`config.mk`:
```
export PLATFORM = sky130hd
export DESIGN_NAME = vic_vector
export DESIGN_NICKNAME = d
export VERILOG_FILES = /design/src/rtl/vic_pkg.sv /design/src/rtl/vic_prio_enc.sv /design/src/rtl/vic_vector.sv
export SDC_FILE = /design/constraint.sdc
export NUM_CORES = 1
export LEC_CHECK = 0
export CORE_MARGIN = 3
export CORE_UTILIZATION = 60
export CTS_CLUSTER_SIZE = 12
export DETAILED_ROUTE_END_ITERATION = 8
export GPL_TIMING_DRIVEN = 0
export PLACE_DENSITY = 0.77
export SLEW_MARGIN = 30
export SYNTH_ARGS = -nofsm -noshare
export SYNTH_HDL_FRONTEND = slang
export SYNTH_SLANG_ARGS = --single-unit
```
`constraint.sdc`:
```
create_clock -name i_clk -period 5.4 [get_ports i_clk]
set_input_delay 1.35 -clock i_clk [delete_from_list [all_inputs] [get_ports i_clk]]
set_output_delay 1.35 -clock i_clk [all_outputs]
set_load 0.1 [all_outputs]
```
`src/rtl/vic_pkg.sv`:
```
// Shared constants and state encoding for the vectored interrupt controller.
// vic_irq and vic_vector both import this so the event ID field stays in step.
package vic_pkg;

  localparam int NUM_SRC     = 31;
  localparam int ID_W        = 5;
  localparam int VEC_W       = 32;
  localparam int ACK_TIMEOUT = 64;

  // Event ID that vic_irq never produces for a real source; vic_vector ignores it.
  localparam logic [ID_W-1:0] EVT_ID_NONE = ID_W'(NUM_SRC);

  typedef enum logic [1:0] {
    ST_IDLE,
    ST_REQ,
    ST_SERVICE,
    ST_DONE
  } vic_state_e;

endpackage

```
`src/rtl/vic_prio_enc.sv`:
```
// Lowest-set-bit priority encoder: source 0 has the highest priority.
// Purely combinational; valid is low when no request bit is set.
module vic_prio_enc #(
  parameter int NUM_SRC = vic_pkg::NUM_SRC,
  parameter int ID_W    = vic_pkg::ID_W
) (
  input  logic [NUM_SRC-1:0] req,
  output logic [ID_W-1:0]    id,
  output logic               valid
);

  // Scan from the top down so the lowest set bit is the last one written.
  always_comb begin
    id    = '0;
    valid = 1'b0;
    for (int i = NUM_SRC - 1; i >= 0; i--) begin
      if (req[i]) begin
        id    = ID_W'(i);
        valid = 1'b1;
      end
    end
  end

endmodule

```
`src/rtl/vic_vector.sv`:
```
// Pending capture, fixed-priority dispatch, vector lookup and CPU request/ack/return
// handshake for interrupt events coming from vic_irq.
module vic_vector #(
  parameter int NUM_SRC     = vic_pkg::NUM_SRC,
  parameter int ID_W        = vic_pkg::ID_W,
  parameter int VEC_W       = vic_pkg::VEC_W,
  parameter int ACK_TIMEOUT = vic_pkg::ACK_TIMEOUT
) (
  input  logic             i_clk,
  input  logic             i_rst,
  input  logic             i_en,
  input  logic             i_irq,
  input  logic [ID_W-1:0]  i_irq_addr,
  input  logic             i_wr_en,
  input  logic [ID_W-1:0]  i_wr_addr,
  input  logic [VEC_W-1:0] i_wr_data,
  input  logic             i_cpu_ack,
  input  logic             i_cpu_reti,
  output logic             o_cpu_irq,
  output logic [VEC_W-1:0] o_vector,
  output logic [ID_W-1:0]  o_cur_id,
  output logic             o_in_service,
  output logic             o_eoi,
  output logic             o_overrun
);

  import vic_pkg::*;

  localparam int CNT_W = (ACK_TIMEOUT < 2) ? 1 : $clog2(ACK_TIMEOUT);
  localparam logic [CNT_W-1:0] CNT_LAST = CNT_W'((ACK_TIMEOUT > 0) ? ACK_TIMEOUT - 1 : 0);

  vic_state_e         state;
  vic_state_e         state_nxt;
  logic [NUM_SRC-1:0] pending;
  logic [NUM_SRC-1:0] pending_set;
  logic [NUM_SRC-1:0] pending_clr;
  logic [VEC_W-1:0]   vec_table [NUM_SRC];
  logic [CNT_W-1:0]   ack_cnt;
  logic [ID_W-1:0]    sel_id;
  logic               sel_valid;
  logic               evt_valid;
  logic               wr_valid;
  logic               dispatch;
  logic               timeout;

  assign evt_valid = i_irq && (int'(i_irq_addr) < NUM_SRC);
  assign wr_valid  = i_wr_en && (int'(i_wr_addr) < NUM_SRC);

  vic_prio_enc #(
    .NUM_SRC (NUM_SRC),
    .ID_W    (ID_W)
  ) u_prio_enc (
    .req   (pending),
    .id    (sel_id),
    .valid (sel_valid)
  );

  always_ff @(posedge i_clk or negedge i_rst) begin
    if (!i_rst) begin
      state <= ST_IDLE;
    end else begin
      state <= state_nxt;
    end
  end

  // An ack in the same cycle as the timeout limit is honoured rather than abandoned.
  always_comb begin
    state_nxt = state;
    dispatch  = 1'b0;
    timeout   = 1'b0;
    case (state)
      ST_IDLE: begin
        if (i_en && sel_valid) begin
          dispatch  = 1'b1;
          state_nxt = ST_REQ;
        end
      end
      ST_REQ: begin
        if (i_cpu_ack) begin
          state_nxt = ST_SERVICE;
        end else if ((ACK_TIMEOUT != 0) && (ack_cnt == CNT_LAST)) begin
          timeout   = 1'b1;
          state_nxt = ST_IDLE;
        end
      end
      ST_SERVICE: begin
        if (i_cpu_reti) begin
          state_nxt = ST_DONE;
        end
      end
      ST_DONE: begin
        state_nxt = ST_IDLE;
      end
      default: begin
        state_nxt = ST_IDLE;
      end
    endcase
  end

  // Sets are OR-ed in after the dispatch clear so a same-cycle event on that ID survives.
  always_comb begin
    pending_set = '0;
    pending_clr = '0;
    if (evt_valid) begin
      pending_set = pending_set | (NUM_SRC'(1) << i_irq_addr);
    end
    if (timeout) begin
      pending_set = pending_set | (NUM_SRC'(1) << o_cur_id);
    end
    if (dispatch) begin
      pending_clr = NUM_SRC'(1) << sel_id;
    end
  end

  always_ff @(posedge i_clk or negedge i_rst) begin
    if (!i_rst) begin
      pending   <= '0;
      o_overrun <= 1'b0;
    end else begin
      pending   <= (pending & ~pending_clr) | pending_set;
      o_overrun <= evt_valid && pending[i_irq_addr];
    end
  end

  always_ff @(posedge i_clk or negedge i_rst) begin
    if (!i_rst) begin
      ack_cnt <= '0;
    end else if ((state == ST_REQ) && !i_cpu_ack && !timeout) begin
      ack_cnt <= ack_cnt + CNT_W'(1);
    end else begin
      ack_cnt <= '0;
    end
  end

  // The vector is captured once at dispatch so later table writes cannot disturb a live service.
  always_ff @(posedge i_clk or negedge i_rst) begin
    if (!i_rst) begin
      o_cur_id <= '0;
      o_vector <= '0;
    end else if (dispatch) begin
      o_cur_id <= sel_id;
      o_vector <= vec_table[sel_id];
    end
  end

  always_ff @(posedge i_clk) begin
    if (wr_valid) begin
      vec_table[i_wr_addr] <= i_wr_data;
    end
  end

  assign o_cpu_irq    = (state == ST_REQ);
  assign o_in_service = (state == ST_REQ) || (state == ST_SERVICE);
  assign o_eoi        = (state == ST_DONE);

endmodule

```
After elaboration in Yosys (flattened, before gate mapping)
Memory sizes are Yosys's and may differ from the RTL's. A register that Yosys moved wholly into a read port is not among the register bits. Cells that the tools add are included.

Bits in registers: 45. Latch bits: 0. Bits in writable memories: 992. ROM bits: 0. Input port bits: 49. Output and inout bits: 41. Logic and storage cells: 116. Memories: 1.

Memories: vec_table (words 31, width 32, rd ports 1, clocked after memory_dff 1, wr ports 1, line vic_vector.sv:37) `logic [VEC_W-1:0] vec_table [NUM_SRC];`.

Add/sub/neg operators: 1. $mul: 0. Divide/modulo/power cells: 0. Order comparisons: 3. Equal/unequal tests: 7. Shift operators: 3. Muxes and demuxes: 80. Bitwise gates (word level): 4. Reductions and logical operators: 12.

Operators with widths (count): $mux W5 (31); $mux W31 (3); $shl A1 B5 Y31 const A (3); $or A31 B31 Y31 (2); $mux W1 (39); $and A31 B31 Y31 (1); $not A31 Y31 (1); $lt A5 B5 Y1 const B (2); $mux W2 (4); $pmux W2 S4 (1); $add A6 B1 Y6 const B (1); $eq A6 B6 Y1 const B (1); $logic_and A1 B1 Y1 (6); $lt A5 B6 Y1 const B (1); $mux W6 (1); $bmux W1 S5 (1); $eq A2 B2 Y1 const B (2); $ne A2 B2 Y1 const B (2); $logic_not A1 Y1 (3); $ne A3 B2 Y1 const B (1); $reduce_and A3 Y1 (1); $eq A2 B1 Y1 const B (1); $logic_not A2 Y1 (1); $logic_or A1 B1 Y1 (1).

Depth between registers and ports, before layout
Gate-level depths: netlist of run 1.

Depth in word-level cells: 38. Depth in mapped cells: 15. Depth with buffers taken out: 9.

Cells and area by module
From an unflattened synthesis of run 1, not the netlist that was laid out.

Cell total of the unflattened synthesis: 2220. Area, all modules: 42057.8 µm².

By module, submodules not included: vic_vector (times used 1, cells an instance 2155, area an instance 41703.7 µm²); vic_prio_enc (times used 1, cells an instance 65, area an instance 354.1 µm²).

Worst setup path before layout of run 1
OpenSTA, ideal clock, no wires.

Kind: input port to flip-flop. From: in i_wr_addr[1]. To: mem vec_table[24][0], enable pin. Library setup time: 0.421 ns. Arrival: 3.185 ns. Data required time: 4.979 ns. Setup slack: 1.794 ns. Cell stages on the path: 3. Buffers on the path: 1. Path through: or2_2 -> clkbuf_1 -> nor2_1.

Word-level cells in the longest chain between the ends: 4.

Ends and longest elaborated chain: start: declaration (line vic_vector.sv:15) `input logic [ID_W-1:0] i_wr_addr,`; $lt A5 B5 Y1 (line vic_vector.sv:47) `assign wr_valid = i_wr_en && (int'(i_wr_addr) < NUM_SRC);`; $logic_and A1 B1 Y1 (line vic_vector.sv:47); $mux W1 (line vic_vector.sv:147) `if (wr_valid) begin`; $mux W1 (implied by the code) (line vic_vector.sv:148) `vec_table[i_wr_addr] <= i_wr_data;`; end: declaration (line vic_vector.sv:37).

Parallel ways exist; a longest one is shown, timed or not.

Worst setup path in the final report of run 1
From: reg pending[25]. To: reg o_vector[8] (read register of vec_table).

Word-level cells in the longest chain between the ends: 29. Elaborated cells between the ends (all ways): 55. Those cells by class: mux: 54; reduce/logical: 1.

Ends and longest elaborated chain: start: declaration (line vic_vector.sv:34) `logic [NUM_SRC-1:0] pending;`; start signal: assignment (line vic_vector.sv:120) `pending <= (pending & ~pending_clr) | pending_set;`; $mux W1 (26 in series) (line vic_prio_enc.sv:17) `if (req[i]) begin`; $logic_and A1 B1 Y1 (line vic_vector.sv:73) `if (i_en && sel_valid) begin`; $mux W1 (line vic_vector.sv:73); $mux W1 (line vic_vector.sv:71) `case (state)`; end: declaration (line vic_vector.sv:20) `output logic [VEC_W-1:0] o_vector,`.

Parallel ways exist; a longest one is shown, timed or not. A chain may end at the register's enable or synchronous reset.

==> run metrics, run 1 <==
status complete, no violations; worst-path cell chain nor4_1, a211oi_1, o21ai_1, nand2_1, nand2_1, clkbuf_1, o211ai_1, a2111oi_0, o21ai_1; Simple-Gate Fraction of Synth Area 7.791%; number of cell rows 97; Worst Path Arrival 5.15 ns; Gates resized, CTS repair 0; share of layout cells above drive strength 1 14.52%; Synth Area per Inst 15.79 um^2; area grow syn2layout 15.93%; # setup viols final 0; Slew Limit Fails 0; Port Buffers 86; Top Metal Used met5; total congestion overflow 0; period utilization 85.76%; clock tree buffer depth 3; Post-synth EDFFs 992; commonest cells in the netlist edfxtp_1 (992), nand2_1 (434), mux2i_1 (130); Synth Area in XOR/XNOR 0.08205%; largest net degree at the start of global routing 55; vias 27430; drt via density 6.896; Slew Limit Headroom 29.63%; CTS tree yes; Worst Tran Pin Value 1.052 ns; crit path kind flop to flop; area leader, netlist edfxtp_1; global placer's final weighted congestion 0.8769; Global Route Usage Sum 33.97%; WL final 125.9 mm; met2 wire length 59.88 mm; RSZ-0062 raised after global routing no; Metal-1 WL 42.63 mm; worst vdd ir 472.5 uV; starting density of the core 60.76%; Die ar. 0.07440 mm^2; CTS sink cnt 1069; vias in the first global route 27220; Hold Path Class flop to flop; CORE AREA 0.07027 mm^2; WL met3 14.06 mm; die width 272.8 um; post-synthesis async set-or-reset flop share 7.203%; post-synthesis adder-cell area fraction 0.1465%; Fmax achieved 215.9 MHz; wire per inst 31.66 um; post-synthesis mux area share 7.299%; minimum clock period 4.631 ns; clk slew on worst S/H paths 0.06 ns; first-pass GRT wire length 181.9 mm; die height 272.8 um; dominant cells by area after synthesis edfxtp_1 (70%), dfrtp_1 (4.5%), nand2_1 (3.8%); critical path required time 5.92 ns; DP Worst Slack 0.7508 ns; clk_skew 0.03821 ns; Setup WS post-layout 0.7690 ns; Synth Area in Compound Gates 8.193%; count of cell types in the netlist 77; cells after synthesis 2705; Crit. End Element flop; Final TNS setup 0 ns; H-tree depth 3; TritonRoute pass-1 iters 8; post-synth top area share 69.76%; CP Max Fanout 10; Final Hold Viols 0; most frequent cell after synthesis edfxtp_1; largest family of logic cells by synthesized area compound AO/OA/AOI/OAI gates; mapped cell area 0.04270 mm^2; number of synthesized register bits 1069; cts bufs inserted 106; Post-Layout Cell Count 3977; power density over cell area 574.5 mW/mm^2; Residual DRC 0; Post-CTS Setup Bufs 0; total number of yosys warnings 0; dpl cells 3787; slowest CP cell clkbuf_1; final antenna-violating net count 0; syn_nets 2759; max incr delay on CP 0.66 ns; nets 3010; ys flop type edfxtp_1; Clock Latency Late Sink 0.70 ns; CTS Hold Bufs 0; Root Buffer clkbuf_16; leak pwr 16.45 nW; sequential area share after synthesis 74.28%; n_diodes 0; DPL Wire Length 83.03 mm; initial antenna violation count 1; critical path launch point type flop; I/O pin cnt 90; initial DRC count 4262; maxcap violations 0
==> sequential cells by signal, indices dropped and copies added (netlist names), named ones only <==
signal     flops
ack_cnt        6
o_vector      32
state          1
pending       31
o_overrun      1
o_cur_id       5
vec_table    992
==> through the flow <==
stage,instance area (um^2),power [mW],hold WS [ns],util [%]
final,49500,28.44,0.4787,70.45
after global routing,49500,29.19,0.5024,70.45
after CTS,49580,28.15,0.4885,70.55
after detailed placement,46360,21.23,0.4809,65.97
after global placement,44740,20.90,0.4437,63.66
after floorplan,42700,17.23,0.4292,-
==> cell type report <==
cell class	count	area [um^2]
multi-input combinational	1462	10300
clock buffer	163	2989
tap	940	1176
sequential	1069	31720
fill	4212	20770
timing repair buffer	143	2147
buffer	153	868.3
inverter	21	78.83
clock inverter	26	229.0
==> placed cells by master (no fill, tap or decap), types with 15 or more instances in the layout <==
master           count
nor4_1              21
a221oi_2            15
nand2_1            434
buf_16              47
o21ai_1             22
nor2_4              33
a22o_1              15
mux2i_1            130
o211ai_1            35
o21ai_0             67
mux4_2              69
inv_1               21
clkdlybuf4s50_1     53
a2111oi_0           24
a22oi_1             15
a31oi_1             37
a211oi_1            28
nand4_1             21
nor2_1              49
buf_2               79
nand3_1            122
buf_6               16
dfrtp_1             77
clkbuf_16          108
edfxtp_1           992
o221ai_1            55
a221oi_1            18
a21oi_1            103
clkbuf_1           110
==> layer usage <==
metal,up-vias,global-route usage [%]
met5,-,0
met4,2,21.96
met3,484,6.356
met2,2237,54.24
met1,13530,43.20
li1,11170,-
==> worst paths after layout <==
check | startpoint | endpoint | slack, ns | cells after the start
worst max-delay path | pending[25]$_DFF_PN0_ | o_vector[8]$_DFFE_PN0P_ | 0.77 | 9
worst min-delay path | ack_cnt[0]$_DFF_PN0_ | ack_cnt[0]$_DFF_PN0_ | 0.48 | 1
worst max register to register | pending[25]$_DFF_PN0_ | o_vector[8]$_DFFE_PN0P_ | 0.77 | 9
worst min register to register | ack_cnt[0]$_DFF_PN0_ | ack_cnt[0]$_DFF_PN0_ | 0.48 | 1
max in group asynchronous | i_rst | o_vector[28]$_DFFE_PN0P_ | 4.20 | 2
min in group asynchronous | i_rst | pending[17]$_DFF_PN0_ | 0.54 | 1
==> report_power, final <==
part | internal, mW | total, mW | switching [mW]
Combinational | 3.62 | 11.8 | 8.19
Clock | 3.86 | 6.93 | 3.07
Sequential | 9.37 | 9.70 | 0.331
Total | 16.8 | 28.4 | 11.6
==> cell families after synthesis <==
logic type / after synthesis
xor gates and xnor gates: 4
and+or+nand+nor: 753
muxes: 209
buffers and inverters: 174
adders and majority gates: 5
DFF: 1069
AOI/OAI and AO/OA: 491
==> worst max-delay path, delay by kind of cell, from the launching register on <==
family,cells,cell delay [ns]
buffers and inverters,1,0.66
and+or+nand+nor,3,1.64
DFF,1,0.47
AOI/OAI and AO/OA,5,1.68
No activity file was read; power rests on OpenSTA's default activity.
==> inputs of run 2 (changes only) <==
- RECOVER_POWER: default -> 50
- SYNTH_HIERARCHICAL: default -> 1
==> run 2 against run 1 <==
Against the previous run: the run now ends with max-capacitance violations, max-slew violations left; total power decreased by 0.83%; non-clock buffer count increased by 9; clock power decreased by 1%; critical path depth increased by 3; via count decreased by 9.3%; critical path type unchanged; largest cell class unchanged.
==> run metrics, run 2 <==
mapped cell area 0.04206 mm^2 (was 0.04270 mm^2); most frequent cell after synthesis edfxtp_1 (unchanged); critical path launch point type flop (unchanged); area leader, netlist edfxtp_1 (unchanged); Post-CTS Setup Bufs 0 (unchanged); drt via density 7.052 (was 6.896); commonest cells in the netlist edfxtp_1 (992), mux2i_1 (214), mux4_2 (147) (was edfxtp_1 (992), nand2_1 (434), mux2i_1 (130)); number of synthesized register bits 1069 (unchanged); ys flop type edfxtp_1 (unchanged); vias 24870 (was 27430); I/O pin cnt 90 (unchanged); Setup WS post-layout 1.093 ns (was 0.7690 ns); Hold WS 0.4807 ns (was 0.4787 ns); share of layout cells above drive strength 1 19.50% (was 14.52%); area grow syn2layout 16.28% (was 15.93%); Buf/Inv on CP 3 (was 1); Clock Latency Late Sink 0.68 ns (was 0.70 ns); wire per inst 34.79 um (was 31.66 um); CTS tree yes (unchanged); Largest regs vec_table (992), o_vector (32), pending (31) (unchanged); first-pass GRT wire length 175.8 mm (was 181.9 mm); Port Buffers 86 (unchanged); TritonRoute pass-1 iters 6 (was 8); global placer's final weighted congestion 0.9010 (was 0.8769); slowest CP cell clkbuf_1 (unchanged); sequential area share after synthesis 75.41% (was 74.28%); Hold Startpoint ack_cnt[0]$_DFF_PN0_ (unchanged); clock tree buffer depth 3 (unchanged); die height 270.8 um (was 272.8 um); Post-synth EDFFs 992 (unchanged); most common cell after layout, fill and taps aside edfxtp_1 (unchanged); clk slew on worst S/H paths 0.06 ns (about the same); crit path kind flop to flop (unchanged); minimum clock period 4.307 ns (was 4.631 ns); starting density of the core 60.89% (was 60.76%); Worst Tran Pin Value 1.745 ns (was 1.052 ns); H-tree depth 3 (unchanged); CTS Hold Bufs 0 (unchanged); leak pwr 16.05 nW (was 16.45 nW); initial antenna violation count 7 (was 1); RSZ-0062 raised after global routing no (unchanged); setup slack, reg-to-reg 1.09 ns (was 0.77 ns); nets 2563 (was 3010); final antenna-violating net count 0 (unchanged); post-synth top area share 70.83% (was 69.76%); FF-to-FF End o_vector[20]$_DFFE_PN0P_ (was o_vector[8]$_DFFE_PN0P_); WL final 122.7 mm (was 125.9 mm); Crit. End Element flop (unchanged); DPL Wire Length 78.73 mm (was 83.03 mm); number of cell rows 96 (was 97); failing checks max-capacitance violations, max-slew violations; RR Startpoint pending[14]$_DFF_PN0_ (was pending[25]$_DFF_PN0_); status complete, but fails checks (was complete, no violations); dominant cells by area after synthesis edfxtp_1 (71%), mux4_2 (7.9%), mux2i_1 (5.1%) (was edfxtp_1 (70%), dfrtp_1 (4.5%), nand2_1 (3.8%)); count of cell types in the netlist 59 (was 77); syn_nets 2274 (was 2759); Slew Limit Headroom -16.32% (was 29.63%); post-synthesis async set-or-reset flop share 7.203% (unchanged); vias in the first global route 24860 (was 27220); Hold Path Depth 1 (unchanged); cts bufs inserted 106 (unchanged); worst-path cell chain or3_1, a211oi_1, o221ai_1, a221oi_2, buf_6, buf_4, nor2b_1, clkbuf_1, a22oi_1, a21oi_1, a211o_1, o211ai_1 (was nor4_1, a211oi_1, o21ai_1, nand2_1, nand2_1, clkbuf_1, o211ai_1, a2111oi_0, o21ai_1); DP Worst Slack 0.6719 ns (was 0.7508 ns); Synth Area per Inst 18.94 um^2 (was 15.79 um^2); clk_skew 0.03695 ns (was 0.03821 ns); max incr delay on CP 0.65 ns (was 0.66 ns); Worst Path Arrival 4.80 ns (was 5.15 ns); die width 270.8 um (was 272.8 um); Residual DRC 0 (unchanged); Top reg by flops vec_table (unchanged); period utilization 79.76% (was 85.76%); Register-to-Register Path Depth 12 (was 9); Largest register FFs 992 (unchanged); Die ar. 0.07331 mm^2 (was 0.07440 mm^2); # setup viols final 0 (unchanged); Slew Limit Fails 243 (was 0); initial DRC count 3839 (was 4262); CP delay by family, top compound AO/OA/AOI/OAI gates (unchanged); total number of yosys warnings 6 (was 0); Hold Path End ack_cnt[0]$_DFF_PN0_ (unchanged); most frequent cells in the layout edfxtp_1 (992), mux2i_1 (214), mux4_2 (147), clkbuf_1 (121), clkbuf_16 (107) (was edfxtp_1 (992), nand2_1 (434), mux2i_1 (130), nand3_1 (122), clkbuf_1 (110)); Root Buffer clkbuf_16 (unchanged); worst vdd ir 398.8 uV (was 472.5 uV); Gates resized, CTS repair 0 (unchanged); CP Max Fanout 10 (unchanged); largest net degree at the start of global routing 60 (was 55); critical path required time 5.89 ns (was 5.92 ns); cells after synthesis 2220 (was 2705); CTS sink cnt 1069 (unchanged); maxcap violations 9 (was 0); power density over cell area 576.7 mW/mm^2 (was 574.5 mW/mm^2); total congestion overflow 0 (unchanged); Final Hold Viols 0 (unchanged); CORE AREA 0.06907 mm^2 (was 0.07027 mm^2); Fmax achieved 232.2 MHz (was 215.9 MHz); Hold Path Class flop to flop (unchanged); Global Route Usage Sum 33.74% (was 33.97%)
==> run 2: changes by cell type after synthesis, moves of 19 or more <==
| cell | change |
|---|---|
| nand2_1 | -352 |
| nand3_1 | -94 |
| mux2i_1 | +84 |
| a21oi_1 | -82 |
| mux4_2 | +78 |
| a22oi_1 | +65 |
| a31oi_1 | -36 |
| clkbuf_1 | -34 |
| a211oi_1 | -26 |
| o21ai_0 | -23 |
| a2111oi_0 | -20 |
| o221ai_1 | -19 |
==> run 2: cell families (layout without fill, tap and decap cells) <==
family,count (synthesis),count (layout),share of synthesized area (%)
flip-flops,1069,1069,75.41
multiplexers,374,374,13.31
AO/OA/AOI/OAI,346,346,6.030
AND/OR/NAND/NOR,288,288,3.243
buffers and inverters,134,504,1.773
adder cells (fa/ha/maj),5,5,0.1487
XOR/XNOR,4,4,0.08331
other,0,5,0
==> run 2: worst register-to-register path, stage by stage, from the launching register on <==
cell and delay (ns):
dfrtp_1 0.43, or3_1 0.38, a211oi_1 0.34, o221ai_1 0.24, a221oi_2 0.35, buf_6 0.24
buf_4 0.30, nor2b_1 0.31, clkbuf_1 0.65, a22oi_1 0.20, a21oi_1 0.23, a211o_1 0.29
o211ai_1 0.17
==> run 2: how the worst max path moves through the flow <==
| stage | slack [ns] | end | start | cells after the start |
|---|---|---|---|---|
| after CTS | 0.84 | o_vector[21]$_DFFE_PN0P_ | pending[17]$_DFF_PN0_ | 9 |
| after detailed placement | 0.67 | vec_table[27][5]$_DFFE_PP_ | i_wr_addr[3] | 8 |
| after global routing | 1.00 | o_vector[21]$_DFFE_PN0P_ | pending[14]$_DFF_PN0_ | 12 |
| final | 1.09 | o_vector[20]$_DFFE_PN0P_ | pending[14]$_DFF_PN0_ | 12 |
| after floorplan | 0.20 | vec_table[24][0]$_DFFE_PP_ | i_wr_addr[1] | 2 |
| after global placement | -4.03 | vec_table[24][9]$_DFFE_PP_ | i_wr_addr[2] | 3 |
==> run 2: per-stage QoR <==
step	setup TNS, ns	power (mW)	area, um^2	instances	util (%)
6_report	0	28.20	48910	3526	70.81
5_1_grt	0	28.94	48900	3522	70.80
4_1_cts	0	28.05	49090	3521	71.08
3_5_place_dp	0	21.18	45950	3332	66.54
3_3_place_gp	-962.40	20.89	44080	3237	63.83
2_1_floorplan	0	17.54	42060	2220	-
==> run 2: area by class of cell <==
type / count / area [um^2]
clock buffer: 166 / 2919
multi-input combinational: 1017 / 9809
inverter: 10 / 37.54
antenna: 5 / 12.51
clock inverter: 23 / 219.0
buffer: 124 / 708.2
timing repair buffer: 181 / 2321
tap: 931 / 1165
fill: 4011 / 20160
sequential: 1069 / 31720
==> run 2: report_power, final <==
part / switching (mW) / internal [mW] / leakage (nW)
clock network: 3.04 / 3.80 / 1.51
logic: 7.33 / 4.32 / 4.65
registers: 0.335 / 9.38 / 9.88
==> run 2: routing by layer <==
metal,routed length (um),part of all wire (%),track usage (%)
met4,7596,6.2,17.45
met2,58380,48,53.61
met3,14660,12,7.964
met5,52,0.042,0
met1,41980,34,44.09
